==> src/rtl/texture_filter_pkg.sv <==
// Shared mode encodings and lerp width helpers for the texture filter pipeline.
package texture_filter_pkg;

   localparam logic [1:0] TF_MODE_NEAREST       = 2'd0;
   localparam logic [1:0] TF_MODE_BILINEAR      = 2'd1;
   localparam logic [1:0] TF_MODE_NEAREST_ROUND = 2'd2;

   // a*(one-f) + b*f + one/2 stays below 2^(cw+spw), so one extra bit is ample headroom
   function automatic int lerp_acc_w(input int cw, input int spw);
      return cw + spw + 1;
   endfunction

   function automatic int lerp_half_shift(input int spw);
      return spw - 1;
   endfunction

endpackage

==> src/rtl/texture_lerp.sv <==
// Single-channel combinational linear interpolation with round-half-up.
module texture_lerp
   import texture_filter_pkg::*;
#(
   parameter int CHANNEL_WIDTH   = 8,
   parameter int SUB_PIXEL_WIDTH = 8
) (
   input  logic [CHANNEL_WIDTH-1:0]   a,
   input  logic [CHANNEL_WIDTH-1:0]   b,
   input  logic [SUB_PIXEL_WIDTH-1:0] f,
   output logic [CHANNEL_WIDTH-1:0]   result
);

   localparam int ACC_W = lerp_acc_w(CHANNEL_WIDTH, SUB_PIXEL_WIDTH);
   localparam logic [ACC_W-1:0] ONE  = ACC_W'(1) << SUB_PIXEL_WIDTH;
   localparam logic [ACC_W-1:0] HALF = ACC_W'(1) << lerp_half_shift(SUB_PIXEL_WIDTH);

   function automatic logic [CHANNEL_WIDTH-1:0] round_shift(input logic [ACC_W-1:0] acc);
      logic [ACC_W-1:0] r;
      r = (acc + HALF) >> SUB_PIXEL_WIDTH;
      return r[CHANNEL_WIDTH-1:0];
   endfunction

   logic [ACC_W-1:0] acc;

   always_comb begin
      acc    = ACC_W'(a) * (ONE - ACC_W'(f)) + ACC_W'(b) * ACC_W'(f);
      result = round_shift(acc);
   end

endmodule

==> src/rtl/texture_filter_pipe.sv <==
// Four-stage elastic 2x2 texel filter (nearest / bilinear / nearest-rounded).
// Mode 2 rounded selection is built only when RIX_TEXFILTER_NEAREST_ROUNDED_EN is defined.
module texture_filter_pipe
   import texture_filter_pkg::*;
#(
   parameter  int USER_WIDTH      = 1,
   parameter  int CHANNELS        = 4,
   parameter  int CHANNEL_WIDTH   = 8,
   parameter  int SUB_PIXEL_WIDTH = 8,
   localparam int PIXEL_WIDTH     = CHANNELS * CHANNEL_WIDTH
) (
   input  logic                   aclk,
   input  logic                   resetn,
   input  logic                   s_valid,
   output logic                   s_ready,
   input  logic [USER_WIDTH-1:0]  s_user,
   input  logic [1:0]             s_mode,
   input  logic [PIXEL_WIDTH-1:0] s_texel00,
   input  logic [PIXEL_WIDTH-1:0] s_texel01,
   input  logic [PIXEL_WIDTH-1:0] s_texel10,
   input  logic [PIXEL_WIDTH-1:0] s_texel11,
   input  logic [15:0]            s_texelSubCoordS,
   input  logic [15:0]            s_texelSubCoordT,
   output logic                   m_valid,
   input  logic                   m_ready,
   output logic [USER_WIDTH-1:0]  m_user,
   output logic [PIXEL_WIDTH-1:0] m_texel
);

   localparam int CW  = CHANNEL_WIDTH;
   localparam int SPW = SUB_PIXEL_WIDTH;

   logic vld_p1, vld_p2, vld_p3, vld_p4;
   logic rdy_p1, rdy_p2, rdy_p3, rdy_p4;

   assign rdy_p4  = !vld_p4 || m_ready;
   assign rdy_p3  = !vld_p3 || rdy_p4;
   assign rdy_p2  = !vld_p2 || rdy_p3;
   assign rdy_p1  = !vld_p1 || rdy_p2;
   assign s_ready = rdy_p1;
   assign m_valid = vld_p4;

   // Only the top SPW fraction bits feed the datapath
   logic unused_coord_bits;
   assign unused_coord_bits = ^{s_texelSubCoordS, s_texelSubCoordT};

   always_ff @(posedge aclk or negedge resetn) begin
      if (!resetn) begin
         vld_p1 <= 1'b0;
         vld_p2 <= 1'b0;
         vld_p3 <= 1'b0;
         vld_p4 <= 1'b0;
      end else begin
         if (rdy_p1) vld_p1 <= s_valid;
         if (rdy_p2) vld_p2 <= vld_p1;
         if (rdy_p3) vld_p3 <= vld_p2;
         if (rdy_p4) vld_p4 <= vld_p3;
      end
   end

   // P1: input register
   logic [USER_WIDTH-1:0]  user_p1;
   logic [1:0]             mode_p1;
   logic [PIXEL_WIDTH-1:0] t00_p1, t01_p1, t10_p1, t11_p1;
   logic [SPW-1:0]         fs_p1, ft_p1;

   always_ff @(posedge aclk) begin
      if (rdy_p1 && s_valid) begin
         user_p1 <= s_user;
         mode_p1 <= s_mode;
         t00_p1  <= s_texel00;
         t01_p1  <= s_texel01;
         t10_p1  <= s_texel10;
         t11_p1  <= s_texel11;
         fs_p1   <= s_texelSubCoordS[15 -: SPW];
         ft_p1   <= s_texelSubCoordT[15 -: SPW];
      end
   end

   // P2: horizontal lerps and nearest selection
   logic [PIXEL_WIDTH-1:0] h0_comb, h1_comb, v_comb, near_comb;
   logic [PIXEL_WIDTH-1:0] h0_p2, h1_p2, near_p2;
   logic [SPW-1:0]         ft_p2;
   logic [USER_WIDTH-1:0]  user_p2;
   logic                   bil_p2;

   always_comb begin
      near_comb = t00_p1;
`ifdef RIX_TEXFILTER_NEAREST_ROUNDED_EN
      // Top fraction bit of each coordinate picks the nearer texel column/row
      if (mode_p1 == TF_MODE_NEAREST_ROUND) begin
         case ({ft_p1[SPW-1], fs_p1[SPW-1]})
            2'b00:   near_comb = t00_p1;
            2'b01:   near_comb = t01_p1;
            2'b10:   near_comb = t10_p1;
            default: near_comb = t11_p1;
         endcase
      end
`endif
   end

   for (genvar c = 0; c < CHANNELS; c++) begin : g_ch
      texture_lerp #(.CHANNEL_WIDTH(CW), .SUB_PIXEL_WIDTH(SPW)) u_h0 (
         .a(t00_p1[c*CW +: CW]), .b(t01_p1[c*CW +: CW]), .f(fs_p1), .result(h0_comb[c*CW +: CW]));
      texture_lerp #(.CHANNEL_WIDTH(CW), .SUB_PIXEL_WIDTH(SPW)) u_h1 (
         .a(t10_p1[c*CW +: CW]), .b(t11_p1[c*CW +: CW]), .f(fs_p1), .result(h1_comb[c*CW +: CW]));
      texture_lerp #(.CHANNEL_WIDTH(CW), .SUB_PIXEL_WIDTH(SPW)) u_v (
         .a(h0_p2[c*CW +: CW]), .b(h1_p2[c*CW +: CW]), .f(ft_p2), .result(v_comb[c*CW +: CW]));
   end

   always_ff @(posedge aclk) begin
      if (rdy_p2 && vld_p1) begin
         h0_p2   <= h0_comb;
         h1_p2   <= h1_comb;
         near_p2 <= near_comb;
         ft_p2   <= ft_p1;
         user_p2 <= user_p1;
         bil_p2  <= (mode_p1 == TF_MODE_BILINEAR);
      end
   end

   // P3: vertical lerp
   logic [PIXEL_WIDTH-1:0] v_p3, near_p3;
   logic [USER_WIDTH-1:0]  user_p3;
   logic                   bil_p3;

   always_ff @(posedge aclk) begin
      if (rdy_p3 && vld_p2) begin
         v_p3    <= v_comb;
         near_p3 <= near_p2;
         user_p3 <= user_p2;
         bil_p3  <= bil_p2;
      end
   end

   // P4: mode mux / output register (outputs are defined as zero out of reset)
   always_ff @(posedge aclk or negedge resetn) begin
      if (!resetn) begin
         m_texel <= '0;
         m_user  <= '0;
      end else if (rdy_p4 && vld_p3) begin
         m_texel <= bil_p3 ? v_p3 : near_p3;
         m_user  <= user_p3;
      end
   end

endmodule

==> config.mk <==
export PLATFORM = sky130hd
export DESIGN_NAME = texture_filter_pipe
export DESIGN_NICKNAME = d
export VERILOG_FILES = /design/src/rtl/texture_filter_pkg.sv /design/src/rtl/texture_lerp.sv /design/src/rtl/texture_filter_pipe.sv
export SDC_FILE = /design/constraint.sdc
export NUM_CORES = 2
export LEC_CHECK = 0
export CAP_MARGIN = 40
export CORE_MARGIN = 2
export CORE_UTILIZATION = 55
export DETAILED_ROUTE_END_ITERATION = 8
export PLACE_DENSITY = 0.74
export SLEW_MARGIN = 20
export SYNTH_ARGS = -nofsm -noshare
export SYNTH_HDL_FRONTEND = slang
export SYNTH_SLANG_ARGS = --single-unit
==> constraint.sdc <==
create_clock -name aclk -period 6.7 [get_ports aclk]
set_input_delay 1.34 -clock aclk [delete_from_list [all_inputs] [get_ports aclk]]
set_output_delay 1.34 -clock aclk [all_outputs]
set_load 0.005 [all_outputs]
==> results.json <==
{
  "skew_ns": 0.06545,
  "ant_nets": 0,
  "rsz0062_at_grt": "true",
  "setup_viol": 0,
  "slew_violations": 0,
  "path_delay_family": "adder cells",
  "relSlewSlack_pct": 40.46,
  "timing.final.crit_period_ns": 6.668,
  "cap_violations": 0,
  "grt_max_degree": 94,
  "synth_seq_cells": 356,
  "numCtsBuffers": 43,
  "synth.area.top_cells": "fa_1 37%, ha_1 15%, edfxtp_1 15%",
  "yosysSeqAreaShare_pct": 16.19,
  "cp_data_arrival_time_ns": 7.07,
  "path_class": "reg2reg",
  "fin_nets": 8945,
  "yosysWarningCount": 0,
  "status": "completed",
  "insertion_delay_ns": 0.65,
  "path_common_cell": "fa_1",
  "cp-end-kind": "flip-flop",
  "cts_tree": "built",
  "slowest_stage": "fa_1",
  "placedCellCount": 8242,
  "hold_viol_final": 0,
  "mappedNetlistArea_um2": 64880,
  "path_max_fanout": 8,
  "fin_crit_sh_pct": 99.52,
  "start_kind": "flip-flop",
  "start_util_pct": 55.24,
  "rows": 126,
  "async_reset_ff_share_pct": 10.39,
  "firstDrtPassIters": 8,
  "stdcell_area_um2": 72270,
  "tightest_slew_ns": 0.8931,
  "finalWirelength_um": 155000,
  "wl_per_cell_um": 18.53,
  "slowest_delay_ns": 0.53,
  "stdcell_count": 8367,
  "ioPinCount": 202,
  "grt_util_all_layers_pct": 26.37,
  "cts_max_level": 2,
  "drive_gt1_share_pct": 6.061,
  "synth_top_area_share_pct": 37.03,
  "syn_area_per_cell_um2": 9.898,
  "dieWidth_um": 347.5,
  "crit_required_ns": 7.10,
  "dp.final_hpwl_um": 122900,
  "synth_nets": 8704,
  "core_um2": 117500,
  "viasPerCell": 5.273,
  "cp.buffers_inverters": 8,
  "syn_inst": 6555,
  "synthTopCellsByCount": "1,715 x inv_1, 1,200 x fa_1, 1,038 x and2_1, 782 x ha_1, 644 x nand2_1",
  "tns_ns": 0,
  "grt_overflow": 0,
  "die-area_um2": 120700,
  "timing.fmax_mhz": 150.0,
  "areaGrowthSynthToFinish_pct": 11.40,
  "grt_pass1_vias": 48750,
  "hold_path_class": "reg2reg",
  "drtIter0Drc": 2683,
  "place.gp.congestion": 0.8845,
  "ys.flop_type": "edfxtp_1",
  "portBuffers": 185,
  "hold_ws_ns": 0.4164,
  "cts_sinks": 356,
  "synth_top_area_cell": "fa_1",
  "ctsRootBufferMaster": "clkbuf_16",
  "antenna_found_initial": 4,
  "post_dp_cell_area_um2": 69700,
  "synth_cell_types": 57,
  "clk_path_buf_depth": 3,
  "grt_pass1_wl_um": 250900,
  "synth.most_common_cell": "inv_1",
  "synth_edf_count": 319,
  "drc": 0,
  "n_antenna_cell": 0,
  "vias": 44120,
  "die_h_um": 347.5,
  "clkTransAtPathRegs_ns": 0.07
}
state kept, by name (all words and copies together) (netlist names), 2 cells and up:
signal,count
ft_p1,8
t01_p1,32
mode_p1,2
m_texel,32
ft_p2,8
t11_p1,32
h0_p2,32
near_comb,32
v_p3,32
h1_p2,32
near_p3,32
fs_p1,8
near_p2,32
t10_p1,32
cells in the final DEF, fill, tap and decap left out, drive strengths merged, types with 37 or more instances in the layout:
master,count
clkdlybuf4s50,184
dfrtp,37
edfxtp,319
ha,782
xor2,38
o21ai,69
a21oi,62
nor2,37
inv,1721
xnor2,113
fa,1200
nand2,644
and2,1038
clkbuf,58
buf,222
cell families (layout without fill, tap and decap cells):
group,Yosys count,in the layout,share of synthesized area [%]
adders and majority gates,1982,1982,52.11
buffers and inverters,1931,2207,11.18
and+or+nand+nor,1852,1852,15.19
DFF,356,356,16.19
AOI/OAI and AO/OA,238,238,2.364
xor gates and xnor gates,163,163,2.457
muxes,33,33,0.5111
metal layers:
layer	routed length, um	share of wire, %	track usage [%]	vias to the layer above
met5	34	0.022	0	-
met2	75730	49	45.02	1310
met3	10340	6.7	4.462	330
li1	-	-	-	19950
met1	61300	40	33.18	22520
met4	7598	4.9	11.33	6
final timing paths:
kind	start	to	slack (ns)	cells past startpoint
hold / removal	near_p2[12]	near_p3[12]	0.42	0
min in group asynchronous	resetn	m_texel[26]	0.80	2
max in group asynchronous	resetn	m_texel[18]	5.43	2
setup reg to reg	fs_p1[1]	h1_p2[23]	0.03	25
hold reg to reg	near_p2[12]	near_p3[12]	0.42	0
setup / recovery	fs_p1[1]	h1_p2[23]	0.03	25
metrics by stage:
| step | setup slack, ns | utilization, % |
|---|---|---|
| floorplan | -0.03396 | - |
| finish | 0.03230 | 61.53 |
| global route | -0.1615 | 61.53 |
| global placement | 0.02252 | 59.34 |
| detailed placement | -0.1458 | 59.34 |
| CTS | 0.004212 | 60.64 |
worst register-to-register path, cell delays in order (launching register included):
cell,delay [ns]
edfxtp_1,0.44
inv_1,0.09
ha_2,0.17
nor3b_4,0.23
buf_4,0.18
nand2_2,0.10
xor2_4,0.19
buf_12,0.15
buf_12,0.14
and2_1,0.18
fa_1,0.53
inv_1,0.05
fa_1,0.46
fa_1,0.52
inv_1,0.06
fa_1,0.48
fa_1,0.49
inv_1,0.05
fa_1,0.47
inv_1,0.06
ha_4,0.23
and2_1,0.16
a221oi_2,0.32
nand3_2,0.16
a2111o_1,0.43
o311ai_0,0.08
repair_timing:
item | 4_1_cts | 5_1_grt
gates cloned | 0 | 6
hold buffers | 0 | 0
pin swaps | 2 | 79
buffers inserted | 3 | 36
setup endpoints to repair | 16 | 59
gates resized for setup | 4 | 112
cell type report:
cell class | instances | area (um^2)
inverter | 1715 | 6437
multi-input combinational | 4268 | 47820
tap | 1536 | 1922
clock inverter | 28 | 376.6
clock buffer | 52 | 1110
fill | 9381 | 45180
timing repair buffer | 412 | 4099
sequential | 356 | 10510
Power is not shown: default switching activity piles up to over one toggle a cycle in this logic, so the estimate is an artifact.
